`src/rtl/rx_cpl_host_mem_pkg.sv`:
```
// Shared constants for the CplD receive path: TLP type codes, status codes,
// header field positions on a 64-bit TRN beat, and the FSM state type.
package rx_cpl_host_mem_pkg;

    localparam int TAG_W = 5;
    localparam int NUM_TAGS = 1 << TAG_W;

    localparam logic [6:0] CPLD_FMT_TYPE = 7'b10_01010;
    localparam logic [6:0] CPL_FMT_TYPE  = 7'b00_01010;
    localparam logic [2:0] CPL_STATUS_SC = 3'b000;
    localparam logic [7:0] RREM_UPPER_DW = 8'h0F;

    // First beat carries {DW0, DW1}
    localparam int FMT_TYPE_HI = 62;
    localparam int FMT_TYPE_LO = 56;
    localparam int LEN_HI      = 41;
    localparam int LEN_LO      = 32;
    localparam int STATUS_HI   = 15;
    localparam int STATUS_LO   = 13;
    localparam int BC_HI       = 11;
    localparam int BC_LO       = 0;

    // Second beat carries {DW2, first payload DW}
    localparam int REQ_ID_HI = 63;
    localparam int REQ_ID_LO = 48;
    localparam int TAG_HI    = 44;
    localparam int TAG_LO    = 40;

    typedef enum logic [1:0] {
        ST_IDLE,
        ST_HDR2,
        ST_DATA,
        ST_DROP
    } state_e;

    // Byte count covering exactly this TLP's payload marks the final completion.
    function automatic logic is_last_cpl(logic [11:0] byte_cnt, logic [9:0] len_dw);
        return byte_cnt == {len_dw, 2'b00};
    endfunction

endpackage

```
`src/rtl/rx_cpl_host_mem_cpl_tag_counters.sv`:
```
// Per-tag qword offset counters. The extra top bit flags a full slot so the
// parent can refuse writes that would wrap into the start of the slot.
module cpl_tag_counters
    import rx_cpl_host_mem_pkg::*;
#(
    parameter int CHUNK_QW_LOG2 = 6,
    parameter int CNT_W         = CHUNK_QW_LOG2 + 1
) (
    input  logic             trn_clk,
    input  logic             reset_n,
    input  logic [TAG_W-1:0] i_rd_tag,
    output logic [CNT_W-1:0] o_rd_cnt,
    input  logic             i_inc,
    input  logic             i_clr,
    input  logic [TAG_W-1:0] i_wr_tag
);

    logic [CNT_W-1:0] r_cnt [NUM_TAGS];

    assign o_rd_cnt = r_cnt[i_rd_tag];

    // Clear wins so the final write of a chunk leaves the slot at zero.
    always_ff @(posedge trn_clk) begin
        if (!reset_n) begin
            for (int i = 0; i < NUM_TAGS; i++) r_cnt[i] <= '0;
        end else if (i_clr) begin
            r_cnt[i_wr_tag] <= '0;
        end else if (i_inc) begin
            r_cnt[i_wr_tag] <= r_cnt[i_wr_tag] + 1'b1;
        end
    end

endmodule

```
`src/rtl/rx_cpl_host_mem.sv`:
```
// Receives CplD TLPs on the 64-bit TRN RX interface, realigns the 3DW-header
// payload into qwords and writes them to a tag-indexed chunk buffer.
module rx_cpl_host_mem
    import rx_cpl_host_mem_pkg::*;
#(
    parameter int CHUNK_QW_LOG2 = 6
) (
    input  logic                             trn_clk,
    input  logic                             reset_n,
    input  logic [63:0]                      trn_rd,
    input  logic [7:0]                       trn_rrem_n,
    input  logic                             trn_rsof_n,
    input  logic                             trn_reof_n,
    input  logic                             trn_rsrc_rdy_n,
    input  logic                             trn_rerrfwd_n,
    output logic                             trn_rdst_rdy_n,
    input  logic [15:0]                      cfg_completer_id,
    output logic                             buf_wr_en,
    output logic [TAG_W+CHUNK_QW_LOG2-1:0]   buf_wr_addr,
    output logic [63:0]                      buf_wr_data,
    output logic                             chunk_done,
    output logic [TAG_W-1:0]                 chunk_done_tag,
    output logic                             cpl_error
);

    localparam int CNT_W  = CHUNK_QW_LOG2 + 1;
    localparam int ADDR_W = TAG_W + CHUNK_QW_LOG2;

    state_e             r_state;
    logic [TAG_W-1:0]   r_tag;
    logic [31:0]        r_held;
    logic               r_last;
    logic               r_rdst_rdy_n;
    logic               r_wr_en;
    logic [ADDR_W-1:0]  r_wr_addr;
    logic [63:0]        r_wr_data;
    logic               r_done;
    logic [TAG_W-1:0]   r_done_tag;
    logic               r_err;

    logic               w_beat;
    logic               w_sof;
    logic               w_eof;
    logic               w_poison;
    logic               w_odd_tail;
    logic               w_hdr1_ok;
    logic               w_hdr2_ok;
    logic [CNT_W-1:0]   w_cnt;
    logic               w_ovf;
    logic               w_in_data;
    logic               w_inc;
    logic               w_clr;

    assign w_beat     = !trn_rsrc_rdy_n;
    assign w_sof      = !trn_rsof_n;
    assign w_eof      = !trn_reof_n;
    assign w_poison   = !trn_rerrfwd_n;
    assign w_odd_tail = trn_rrem_n != RREM_UPPER_DW;

    assign w_hdr1_ok = (trn_rd[FMT_TYPE_HI:FMT_TYPE_LO] == CPLD_FMT_TYPE)
                    && (trn_rd[STATUS_HI:STATUS_LO] == CPL_STATUS_SC) && !w_poison;
    assign w_hdr2_ok = (trn_rd[REQ_ID_HI:REQ_ID_LO] == cfg_completer_id) && !w_poison;

    // Counter control must act this cycle so back-to-back beats see the new offset.
    assign w_ovf     = w_cnt[CNT_W-1];
    assign w_in_data = w_beat && (r_state == ST_DATA);
    assign w_inc     = w_in_data && !w_poison && !w_ovf;
    assign w_clr     = w_in_data && (w_poison || (w_inc && w_eof && (w_odd_tail || r_last)));

    cpl_tag_counters #(
        .CHUNK_QW_LOG2 (CHUNK_QW_LOG2),
        .CNT_W         (CNT_W)
    ) u_cnt (
        .trn_clk  (trn_clk),
        .reset_n  (reset_n),
        .i_rd_tag (r_tag),
        .o_rd_cnt (w_cnt),
        .i_inc    (w_inc),
        .i_clr    (w_clr),
        .i_wr_tag (r_tag)
    );

    always_ff @(posedge trn_clk) begin
        if (!reset_n) begin
            r_state      <= ST_IDLE;
            r_tag        <= '0;
            r_held       <= '0;
            r_last       <= 1'b0;
            r_rdst_rdy_n <= 1'b1;
            r_wr_en      <= 1'b0;
            r_wr_addr    <= '0;
            r_wr_data    <= '0;
            r_done       <= 1'b0;
            r_done_tag   <= '0;
            r_err        <= 1'b0;
        end else begin
            r_rdst_rdy_n <= 1'b0;
            r_wr_en      <= 1'b0;
            r_done       <= 1'b0;
            r_err        <= 1'b0;
            if (w_beat) begin
                case (r_state)
                    ST_IDLE: begin
                        if (w_sof) begin
                            r_last <= is_last_cpl(trn_rd[BC_HI:BC_LO], trn_rd[LEN_HI:LEN_LO]);
                            if (w_hdr1_ok && !w_eof) begin
                                r_state <= ST_HDR2;
                            end else begin
                                r_err   <= 1'b1;
                                r_state <= w_eof ? ST_IDLE : ST_DROP;
                            end
                        end
                    end
                    ST_HDR2: begin
                        if (w_hdr2_ok && !w_eof) begin
                            r_tag   <= trn_rd[TAG_HI:TAG_LO];
                            r_held  <= trn_rd[31:0];
                            r_state <= ST_DATA;
                        end else begin
                            r_err   <= 1'b1;
                            r_state <= w_eof ? ST_IDLE : ST_DROP;
                        end
                    end
                    ST_DATA: begin
                        if (w_inc) begin
                            r_wr_en   <= 1'b1;
                            r_wr_addr <= {r_tag, w_cnt[CHUNK_QW_LOG2-1:0]};
                            r_wr_data <= {r_held, trn_rd[63:32]};
                            r_held    <= trn_rd[31:0];
                            if (w_eof) begin
                                r_state <= ST_IDLE;
                                // An odd DW count leaves a dangling DW; the chunk can't be trusted.
                                if (w_odd_tail) begin
                                    r_err <= 1'b1;
                                end else if (r_last) begin
                                    r_done     <= 1'b1;
                                    r_done_tag <= r_tag;
                                end
                            end
                        end else begin
                            r_err   <= 1'b1;
                            r_state <= w_eof ? ST_IDLE : ST_DROP;
                        end
                    end
                    ST_DROP: begin
                        if (w_eof) r_state <= ST_IDLE;
                    end
                    default: r_state <= ST_IDLE;
                endcase
            end
        end
    end

    assign trn_rdst_rdy_n = r_rdst_rdy_n;
    assign buf_wr_en      = r_wr_en;
    assign buf_wr_addr    = r_wr_addr;
    assign buf_wr_data    = r_wr_data;
    assign chunk_done     = r_done;
    assign chunk_done_tag = r_done_tag;
    assign cpl_error      = r_err;

endmodule
```
`config.mk`:
```
export PLATFORM = sky130hd
export DESIGN_NAME = rx_cpl_host_mem
export DESIGN_NICKNAME = d
export VERILOG_FILES = /design/src/rtl/rx_cpl_host_mem_pkg.sv /design/src/rtl/rx_cpl_host_mem_cpl_tag_counters.sv /design/src/rtl/rx_cpl_host_mem.sv
export SDC_FILE = /design/constraint.sdc
export NUM_CORES = 1
export LEC_CHECK = 0
export CAP_MARGIN = 20
export CORE_ASPECT_RATIO = 0.5
export CORE_MARGIN = 3
export CORE_UTILIZATION = 51
export DETAILED_ROUTE_END_ITERATION = 10
export GPL_ROUTABILITY_DRIVEN = 1
export GPL_TIMING_DRIVEN = 0
export PLACE_DENSITY = 0.77
export SETUP_SLACK_MARGIN = 0.1
export SLEW_MARGIN = 10
export SYNTH_ARGS = -nofsm -noshare
export SYNTH_HDL_FRONTEND = slang
export SYNTH_SLANG_ARGS = --single-unit
export TNS_END_PERCENT = 1
```
`constraint.sdc`:
```
create_clock -name trn_clk -period 2.7 [get_ports trn_clk]
set_input_delay 0.81 -clock trn_clk [delete_from_list [all_inputs] [get_ports trn_clk]]
set_output_delay 0.81 -clock trn_clk [all_outputs]
set_load 0.01 [all_outputs]
```
# == Yosys cells after proc, flatten, opt, wreduce, memory -nomap -nowiden ==
# Memories as Yosys holds them, arrays and structs flattened. A register that Yosys moved wholly into a read port is not among the register bits.
# Index checks and enable logic that the tools add are counted.
# Widths: inputs -> output; s select.
# totals
regBits,124
in_bits,94
mem_bits_rw,224
memories,1
elab_cells,93
# classes
reduce_logical,30
n_bitwise,8
n_mux,32
addsub,1
n_eq_ne,10
# mem_list
memory,depth,width,rd,rd_ports_with_merged_regs,wr,line,source
u_cnt.r_cnt,32,7,1,1,32,rx_cpl_host_mem_cpl_tag_counters.sv:18,logic [CNT_W-1:0] r_cnt [NUM_TAGS];
# ops
operator,n
$mux 32,2
$pmux 32 s2,1
$eq 16x16->1,1
$mux 1,16
$mux 5,3
$mux 7,2
$eq 12x12->1,1
$mux 2,6
$logic_and 1x1->1,11
$reduce_and 3->1,3
$ne 8x4->1 const B,1
$pmux 2 s4,1
$add 7x1->7 const B,1
$eq 7x7->1 const B,1
$not 1->1,7
$reduce_or 7->1,1
$ne 2x2->1 const B,3
$reduce_and 6->1,1
$reduce_or 6->1,1
$eq 2x2->1 const B,2
$logic_not 1->1,4
$reduce_and 4->1,1
$logic_not 3->1,1
$pmux 1 s3,1
8 further kinds,9

# == Logic depth before layout (Yosys ltp) ==
# logic_depth
word_depth,14
mapped_depth,13
mapped_depth_nobuf,8

# == Hierarchy ==
# From an unflattened synthesis, not the netlist that was laid out.
# unflattened
cells_unflattened,1501
hier_area_um2,17431.7
# by_module_without_submodules
module,cells_per_inst,area_per_inst_um2,instances
cpl_tag_counters,915,12503.2,1
rx_cpl_host_mem,586,4928.5,1

# == Worst setup path after synthesis ==
# Ideal clock, no wire load.
# synth_path
kind,input to register
start,input port reset_n
end,"memory u_cnt.r_cnt[4][6] (netlist name), data pin"
cell_stages,10
setup_time_ns,0.144
path_buffers,4
t_arrival_ns,2.678
slack_ns,-0.122
path_cell_list,clkbuf_1 -> inv_1 -> nor3b_1 -> o211ai_1 -> or2_2 -> clkbuf_1 -> or3_1 -> clkbuf_1 -> buf_2 -> nor2_1
# synth_rtl
element,line,source
from (decl),rx_cpl_host_mem.sv:9,"input logic reset_n,"
to (decl),rx_cpl_host_mem_cpl_tag_counters.sv:18,

==> summary.md <==
| Metric | Value |
|---|---|
| Outcome | finished with violations |
| Failing checks | negative setup slack |
| Critical Path Source Type | register |
| Max Slew Vio Count | 0 |
| Final Hold Violating Endpoints | 0 |
| DPL Wire Length | 34.6 mm |
| CTS sink cnt | 353 |
| Placed Area | 17600 µm² |
| Gpl congestion | 1.03 |
| Top cells by count, synth | 281 x nand2_1, 235 x nor2_1, 224 x edfxtp_1 |
| Die Span X | 251 µm |
| First-pass GRT wire length | 73.3 mm |
| Top-area cell type share of the netlist area | 43.9% |
| Chip height | 129 µm |
| Final WL | 49.1 mm |
| Total Die Area | 32300 µm² |
| Starting density of the core | 52.3% |
| Hold buffers post-CTS | 0 |
| Fin util | 68.3% |
| CP dominant cell by count | buf_12 |
| Tmin final | 3190 ps |
| Leak | 6.63 nW |
| Peak supply drop | 0.000458 V |
| Syn nets | 1458 |
| Top post-synthesis cells by area | edfxtp_1 44%, dfxtp_1 17%, nand2_1 6.9% |
| Library cells used by synthesis | 59 |
| CP cell instances | buf_8, buf_12, buf_12, mux4_2, mux4_2, mux2_4, o21ai_2, nand4b_4, xor2_4, buf_6, buf_12, nor3_2 |
| Rows | 44 |
| Final net count | 1696 |
| Max frequency | 0.314 GHz |
| RSZ-0062 raised after global routing | true |
| Synth Flop Type | edfxtp_1 |
| Layout cells sized above 1 | 19.2% |
| Initial DRC count | 1548 |
| CP max FO | 10 |
| Register area share after synthesis | 60.7% |
| Max incr delay on CP | 570 ps |
| Vias in the first global route | 12146 |
| Core area | 29300 µm² |
| Worst-Skew Late Latency | 530 ps |
| TritonCTS Buffers | 34 |
| Worst Hold Path Cells | 2 |
| Gate Count Post-Synth | 1359 |
| I/O Buffers | 173 |
| Critical Setup Path Class | reg -> reg |
| Rel. slew slack | 36.0% |
| Ant. Diodes | 0 |
| Final worst-path setup slack | -486 ps |
| Largest net degree at the start of global routing | 15 |
| Power Density | 561 nW/µm² |
| IO Count | 178 |
| Worst Max-Slew Pin Slew | 960 ps |
| Maximum clock path buffer count | 3 |
| Total congestion overflow | 0 |
| Ys Warns | 0 |
| Post-synth EDFFs | 224 |
| Ys async rst share | 0% |
| Flop2flop setup slack | -490 ps |
| Gr usage total | 30.3% |
| Slowest stage cell, crit path | mux4_2 |
| Max Cap Viol | 0 |
| Setup WS pre-CTS | -1020 ps |
| Via density | 6.05 |
| Reg2reg path depth | 12 |
| Clock Skew | 20.0 ps |
| Setup crit end kind | register |
| Residual DRC | 0 |
| Tcrit/Tclk final | 118% |
| Fin area | 20000 µm² |
| Setup-failing EPs final | 483 |
| Avg Inst Size Synth | 11.3 µm² |
| Initial antenna violation count | 1 |
| Clock root cell | clkbuf_16 |
| Flip-flop and latch count after synthesis | 353 |
| Cell taking the most area after synthesis | edfxtp_1 |
| Worst-path clk slew | 70 ps |
| Syn-to-layout area delta | 30.6% |
| Crit path arrival time | 3440 ps |
| ANT nets after route | 0 |
| Post-Syn Area | 15300 µm² |
| Pre-antenna DRT Iters | 5 |
| Worst EP required | 2950 ps |
| Drt wl/cell | 24.4 µm |
| TritonCTS clock tree | built |
| Max H-tree Level | 2 |
| Power Total | 11.2 mW |
| Hold wc startpoint | buf_wr_data[21]$_SDFFE_PN0P_ |
| Hold Slack | 452 ps |
| HP Class | reg -> reg |
| Most frequent cell after synthesis | nand2_1 |
| Via count | 12167 |
-- layout by cell type (no fill, tap or decap), drive strengths merged, types with 5 or more instances in the layout --
cell type,n
nand2,281
nor2,235
edfxtp,224
clkdlybuf4s50,172
dfxtp,129
mux2i,86
clkbuf,86
buf,78
a21oi,77
nor3,44
mux4,38
nand3,18
xnor2,15
xor2,13
a22oi,13
clkinv,12
inv,10
nand4,9
nand2b,7
a22o,7
a211oi,7
nor4,6
mux2,5
ha,5
-- path summary, 6_finish.rpt --
kind	end
max	u_cnt.r_cnt[7][5]$_SDFFCE_PN0P_
min	buf_wr_data[21]$_SDFFE_PN0P_
max reg2reg	u_cnt.r_cnt[7][5]$_SDFFCE_PN0P_
min reg2reg	buf_wr_data[21]$_SDFFE_PN0P_
-- power by group --
| part | internal (mW) | switching [mW] |
|---|---|---|
| logic | 0.328 | 0.405 |
| clock network | 2.51 | 2.03 |
| registers | 5.90 | 0.0729 |
| total | 8.73 | 2.51 |
-- critical path: cells and delay by family, from the launching register on --
family,cells,cell delay [ps]
xor+xnor,1,260
buf+inv,5,610
flops,1,330
simple gates,2,240
compound gates,1,80
mux,3,1370
-- cell type report --
class	count	area (µm²)
plain buffers	91	772
flip-flops and latches	353	9310
fillers	2057	9270
clock buffers	44	920
clock inverters	16	105
multi-input cells	906	6330
inverters	9	33.8
repair buffers	202	2050
well taps	391	489
-- metal layers --
layer / wire length, µm / global-route usage (%)
met5: 17 / 0
met4: 2080 / 11.2
met3: 6370 / 9.55
met2: 22800 / 49.5
met1: 17900 / 38.5
-- per-stage QoR --
step                std cells  setup TNS [ps]
floorplan                1359            -165
global placement         1923         -806660
detailed placement       1927         -422900
CTS                      2011          -62700
global route             2012         -133800
finish                   2012         -126220
-- registers in the layout (all words and copies together) (netlist names), named ones only --
name and cells:
r_tag 5, trn_rdst_rdy_n 1, r_last 1, chunk_done 1, r_held 32, r_state 2, chunk_done_tag 5, buf_wr_en 1
buf_wr_data 64, u_cnt.r_cnt 224, buf_wr_addr 11, cpl_error 1
-- cells by family after synthesis --
logic type,count (synthesis),synth area share [%]
buffers and inverters,101,3.29
muxes,129,11.8
AOI/OAI and AO/OA,120,4.88
DFF,353,60.7
and+or+nand+nor,623,17.2
xor gates and xnor gates,28,1.72
adders and majority gates,5,0.408
-- what timing repair did --
action,in CTS,in global routing
gates cloned,3,0
buffers inserted,22,1
pin swaps,18,6
resized for setup,241,58
endpoints found under the setup margin,565,563
Note: power is estimated with default switching activity, not from simulation.
==> RTL change 1, RTL diff (same settings) <==
Re-encode `state_e` (4 states) as Gray code, 2 bits wide.
--- a/src/rtl/rx_cpl_host_mem_pkg.sv
+++ b/src/rtl/rx_cpl_host_mem_pkg.sv
@@ -27,10 +27,10 @@
     localparam int TAG_LO    = 40;
 
     typedef enum logic [1:0] {
-        ST_IDLE,
-        ST_HDR2,
-        ST_DATA,
-        ST_DROP
+        ST_IDLE = 2'b00,
+        ST_HDR2 = 2'b01,
+        ST_DATA = 2'b11,
+        ST_DROP = 2'b10
     } state_e;
 
     // Byte count covering exactly this TLP's payload marks the final completion.
Function: same outputs for any inputs over 4 cycles, from zero or initial values and one cycle with reset_n low; so few cycles prove little.
==> RTL change 1 against the unedited design <==
The run still ends with negative setup slack left. Critical path depth rose by 4. Routed wire length rose by 2.8%. Setup slack got worse by 0.072 ns. Sequential cell count did not move. Design area fell by 0.69%. Die area fell by 1.3%. Power fell by 1.4%. Synthesized cell count fell by 1.3%. Sequential share of layout area rose by 0.31 points. Fmax fell by 2.2%. Hold slack improved by 0.00088 ns. Area after synthesis fell by 1.3%. Critical path type unchanged. Largest cell class unchanged. Largest power group unchanged.
==> RTL change 1: results (changes against the unedited design) <==
* Drt first pass iters at 6 (was 5)
* Global-route wire length before repair at 72590 um (was 73300 um)
* Status: complete, but fails checks (unchanged)
* Setup violators final at 553 (was 483)
* Post-synth top cells: 266 x nand2_1, 224 x edfxtp_1, 135 x nor2_1 (was 281 x nand2_1, 235 x nor2_1, 224 x edfxtp_1)
* Vias in the first global route at 11.88k (was 12.15k)
* Slowest-stage cell, CP: or4b_4 (was mux4_2)
* Leakage at 6.154 nW (was 6.634 nW)
* Post-DP HPWL at 34200 um (was 34640 um)
* Worst vdd ir at 0.4574 mV (was 0.4578 mV)
* 1st-iter DRT viols at 1583 (was 1548)
* Largest net degree at the start of global routing at 18 (was 15)
* Count of different cell masters after synthesis at 57 (was 59)
* CTS Buf Count at 31 (was 34)
* Violated checks: negative setup slack (unchanged)
* Drt total wl at 50440 um (was 49090 um)
* H-tree lvl count at 1 (was 2)
* Share of cells above drive strength 1 at 22.08% (was 19.19%)
* Seq/Total Area, Yosys at 61.53% (was 60.71%)
* Port Buffer Count at 176 (was 173)
* CP max stage delay at 0.49 ns (was 0.57 ns)
* Syn nets at 1437 (was 1458)
* Min-delay src: buf_wr_data[18] (was buf_wr_data[21])
* CP Data Arrival Time at 3.70 ns (was 3.44 ns)
* Final nets at 1684 (was 1696)
* Headroom to the max-slew limit at 13.26% (was 36.02%)
* Fill count at 1861 (was 2057)
* Initial antenna violation count at 0 (was 1)
* Cell-internal power at 8.599 mW (was 8.733 mW)
* Clk_skew at 0.03194 ns (was 0.02001 ns)
* Final WS setup at -0.5579 ns (was -0.4856 ns)
-- RTL change 1: metal layers --
metal / global-route usage [%] / up-vias / routed length (um)
li1: - / 5265 / -
met1: 39.13 / 6007 / 18360
met2: 48.27 / 923 / 23070
met3: 9.751 / 206 / 6715
met4: 10.46 / 0 / 2298
met5: 0 / - / 0
-- RTL change 1: through the flow --
stage	setup TNS [ns]	utilization (%)	cells	worst slack (ns)	instance area (um2)
2_1_floorplan	-15.46	-	1342	-0.2371	15190
3_3_place_gp	-597.30	61.25	1900	-1.440	17430
6_report	-190.58	69.85	1994	-0.5579	19880
3_5_place_dp	-628.40	61.25	1900	-1.510	17430
4_1_cts	-153.52	67.77	1978	-0.5163	19290
5_1_grt	-229.03	69.85	1994	-0.5990	19880
-- RTL change 1: repair_timing --
item                       in CTS  in global routing
pin swaps                       9                 17
buffers inserted               22                 11
resized for setup             180                107
setup endpoints to repair     563                574
gates cloned                    0                  3
-- RTL change 1: power groups by stage --
stage | combinational (mW) | sequential (mW) | clock [mW]
finish | 0.605 | 5.95 | 4.53
global route | 0.628 | 5.96 | 4.72
CTS | 0.549 | 5.94 | 4.48
detailed placement | 0.497 | 6.06 | 0
global placement | 0.491 | 6.04 | 0
floorplan | 0.229 | 6.03 | 0
-- RTL change 1: layout make-up --
cell class	count	area, um2	share of cell area (%)
buffer	101	822.0	4.135
clock buffer	36	804.5	4.047
clock inverter	20	196.4	0.9881
inverter	3	11.26	0.05664
multi-input combinational	885	6073	30.55
sequential	353	9311	46.84
tap	382	478.0	2.404
timing repair buffer	214	2183	10.98
-- RTL change 1: path summary, 6_finish.rpt --
kind	cells past startpoint	slack, ns	to
worst min-delay path	2	0.45	buf_wr_data[18]
worst min register to register	2	0.45	buf_wr_data[18]
worst max register to register	16	-0.56	u_cnt.r_cnt[18][6]
worst max-delay path	16	-0.56	u_cnt.r_cnt[18][6]
-- RTL change 1: critical path, delay by kind of cell (launching register included) --
family | cells | cell delay, ns
muxes | 1 | 0.13
DFF | 1 | 0.32
and+or+nand+nor | 4 | 0.89
AOI/OAI and AO/OA | 3 | 0.54
buffers and inverters | 8 | 1.21
-- RTL change 1: kinds of logic (layout without fill, tap and decap cells) --
| logic type | Yosys count | after routing | share of synthesized area [%] |
|---|---|---|---|
| XOR/XNOR | 29 | 29 | 1.729 |
| adder cells (fa/ha/maj) | 1 | 1 | 0.08269 |
| flip-flops | 353 | 353 | 61.53 |
| multiplexers | 85 | 85 | 9.453 |
| AND/OR/NAND/NOR | 626 | 626 | 18.34 |
| AO/OA/AOI/OAI | 144 | 144 | 5.293 |
| buffers and inverters | 104 | 374 | 3.565 |
==> RTL change 2, RTL diff (same settings) <==
Made on the original files. Register the output `cpl_error` once more, cleared by the reset; this adds one clock of latency there. The other outputs are not delayed to match.
--- a/src/rtl/rx_cpl_host_mem.sv
+++ b/src/rtl/rx_cpl_host_mem.sv
@@ -157,6 +157,12 @@
     assign buf_wr_data    = r_wr_data;
     assign chunk_done     = r_done;
     assign chunk_done_tag = r_done_tag;
-    assign cpl_error      = r_err;
+    always_ff @(posedge trn_clk) begin
+        if (!reset_n) begin
+            cpl_error <= '0;
+        end else begin
+            cpl_error <= r_err;
+        end
+    end
 
 endmodule
Formal check against the unedited RTL: not equivalent (a bounded check fails within 4 cycles, from zero or initial values and one cycle with reset_n low).
==> RTL change 2 against the unedited design <==
The run still ends with negative setup slack left. Non-clock buffer count grew 38. Clock power shrank 3%. Via count grew 0.76%. Design area grew 4.5%. Utilization grew 2.7 points. Sequential cell count grew 1. Final cell count shrank 1.9%. Power shrank 0.65%. Area after synthesis grew 1.1%. Setup slack gained 0.040 ns. Count of clock-buffer cells in the layout shrank 6. Routed wire length grew 6.1%. Critical path type unchanged. Largest cell class unchanged.
==> RTL change 2: results (changes against the unedited design) <==
* Clk slew on worst S/H paths at 0.07 ns (about the same)
* DP Cell Count at 1851 (was 1927)
* Via/cell ratio at 6.214 (was 6.047)
* Final TNS setup at -120.47 ns (was -126.22 ns)
* Clock buffer depth at 3 (unchanged)
* Initial antenna violation count at 1 (unchanged)
* Setup violators final at 478 (was 483)
* Dpl ws at -1.567 ns (was -1.023 ns)
* Share of cells above drive strength 1 at 25.35% (was 19.19%)
* Leading post-synthesis cells by cell area: edfxtp_1 43%, dfxtp_1 17%, mux2i_1 9.0% (was edfxtp_1 44%, dfxtp_1 17%, nand2_1 6.9%)
* CP Data Arrival Time at 3.58 ns (was 3.44 ns)
* Skew-Pair Late Insertion Delay at 0.59 ns (was 0.53 ns)
* Synth Flop Type: edfxtp_1 (unchanged)
* Routability congestion estimate at 0.9981 (was 1.031)
* GRT Util Overall at 30.81% (was 30.28%)
* Count of different cell masters after synthesis at 60 (was 59)
* Yosys warning count at 0 (unchanged)
* Largest Register: u_cnt.r_cnt (unchanged)
* Post-synth ARST share at 0% (unchanged)
* Diodes inserted at 0 (unchanged)
* Global-route wire length before repair at 74610 um (was 73300 um)
* CTS root buf: clkbuf_16 (unchanged)
* Post-synth EDFFs at 224 (unchanged)
* Headroom to the max-slew limit at 26.08% (was 36.02%)
* Syn nets at 1383 (was 1458)
* Final WS setup at -0.4453 ns (was -0.4856 ns)
* MaxCap Viol Count at 0 (unchanged)
* Worst vdd ir at 0.4358 mV (was 0.4578 mV)
* Port Buffer Count at 176 (was 173)
* Seq/Total Area, Yosys at 60.19% (was 60.71%)
* H-tree lvl count at 1 (was 2)
* Max FFs per register at 224 (unchanged)
* Post-DP HPWL at 34930 um (was 34640 um)
* Worst Hold Class: register to register (unchanged)
* Clk_skew at 0.02382 ns (was 0.02001 ns)
* Final nets at 1657 (was 1696)
* Wirelength per Cell at 26.40 um (was 24.40 um)
* Fill count at 1902 (was 2057)
* 1st-iter DRT viols at 1539 (was 1548)
* Largest net degree at the start of global routing at 17 (was 15)
* Max FO, Critical Path at 10 (unchanged)
* Leakage at 7.466 nW (was 6.634 nW)
* Drt first pass iters at 6 (was 5)
* Mean post-synth cell area at 12.07 um2 (was 11.28 um2)
* Post-synth top cells: 278 x nor2_1, 224 x edfxtp_1, 139 x mux2i_1 (was 281 x nand2_1, 235 x nor2_1, 224 x edfxtp_1)
* Drt total wl at 52090 um (was 49090 um)
* CTS Buf Count at 31 (was 34)
* Vias in the first global route at 12.07k (was 12.15k)
* Status: complete, but fails checks (unchanged)
* Violated checks: negative setup slack (unchanged)
## RTL change 2: cell type report
class,count,area (um2),area share [%]
buffer,89,960.9,4.595
multi-input combinational,832,6659,31.84
sequential,354,9338,44.65
clock inverter,19,162.7,0.7778
tap,391,489.2,2.339
clock buffer,38,802.0,3.835
timing repair buffer,242,2471,11.82
inverter,8,30.03,0.1436
## RTL change 2: kinds of logic (layout without fill, tap and decap cells)
kind of cell	after synthesis	count (layout)	share of synthesized area (%)
AND/OR/NAND/NOR	556	556	16.14
XOR/XNOR	28	28	1.631
flip-flops	354	354	60.19
buffers and inverters	98	396	3.375
AO/OA/AOI/OAI	56	56	2.527
multiplexers	187	187	15.73
adder cells (fa/ha/maj)	5	5	0.4036
## RTL change 2: what timing repair did
| action | in CTS | in global routing |
|---|---|---|
| gates cloned | 1 | 4 |
| endpoints found under the setup margin | 575 | 574 |
| resized for setup | 254 | 87 |
| buffers inserted | 41 | 18 |
| pin swaps | 37 | 19 |
## RTL change 2: worst paths after layout
check            from                 end  slack (ns)  cells past startpoint
max reg2reg  register  u_cnt.r_cnt[19][3]       -0.45                     13
min             r_err           cpl_error        0.45                      1
max          register  u_cnt.r_cnt[19][3]       -0.45                     13
min reg2reg     r_err           cpl_error        0.45                      1
## RTL change 2: metal layers
metal	vias to the layer above	track usage (%)	wire, um
met1	6011	40.45	19160
li1	5152	-	-
met5	-	0	13
met4	2	11.04	2262
met3	212	9.627	6809
met2	883	49.04	23840
## RTL change 2: critical path: stages (launching register included)
cell and delay (ns):
dfxtp_4 0.40, buf_12 0.15, buf_8 0.19, buf_12 0.19, mux2i_1 0.36, a22oi_1 0.14, nand3_1 0.09, nand4_1 0.22
buf_4 0.25, nor3b_1 0.14, or3_1 0.40, buf_6 0.15, buf_6 0.16, nor2_2 0.10
## RTL change 2: power by group
group          leakage (nW)  internal [mW]  switching (mW)  total [mW]
sequential             3.26           5.92          0.0836        6.00
clock                 0.462           2.31            2.06        4.38
combinational          3.74          0.361           0.428       0.790
## RTL change 2: per-stage QoR
stage	utilization [%]	area, um2
6_report	71.00	20910
5_1_grt	71.00	20910
4_1_cts	68.86	20280
3_5_place_dp	60.45	17800
3_3_place_gp	60.45	17800
2_1_floorplan	-	15550
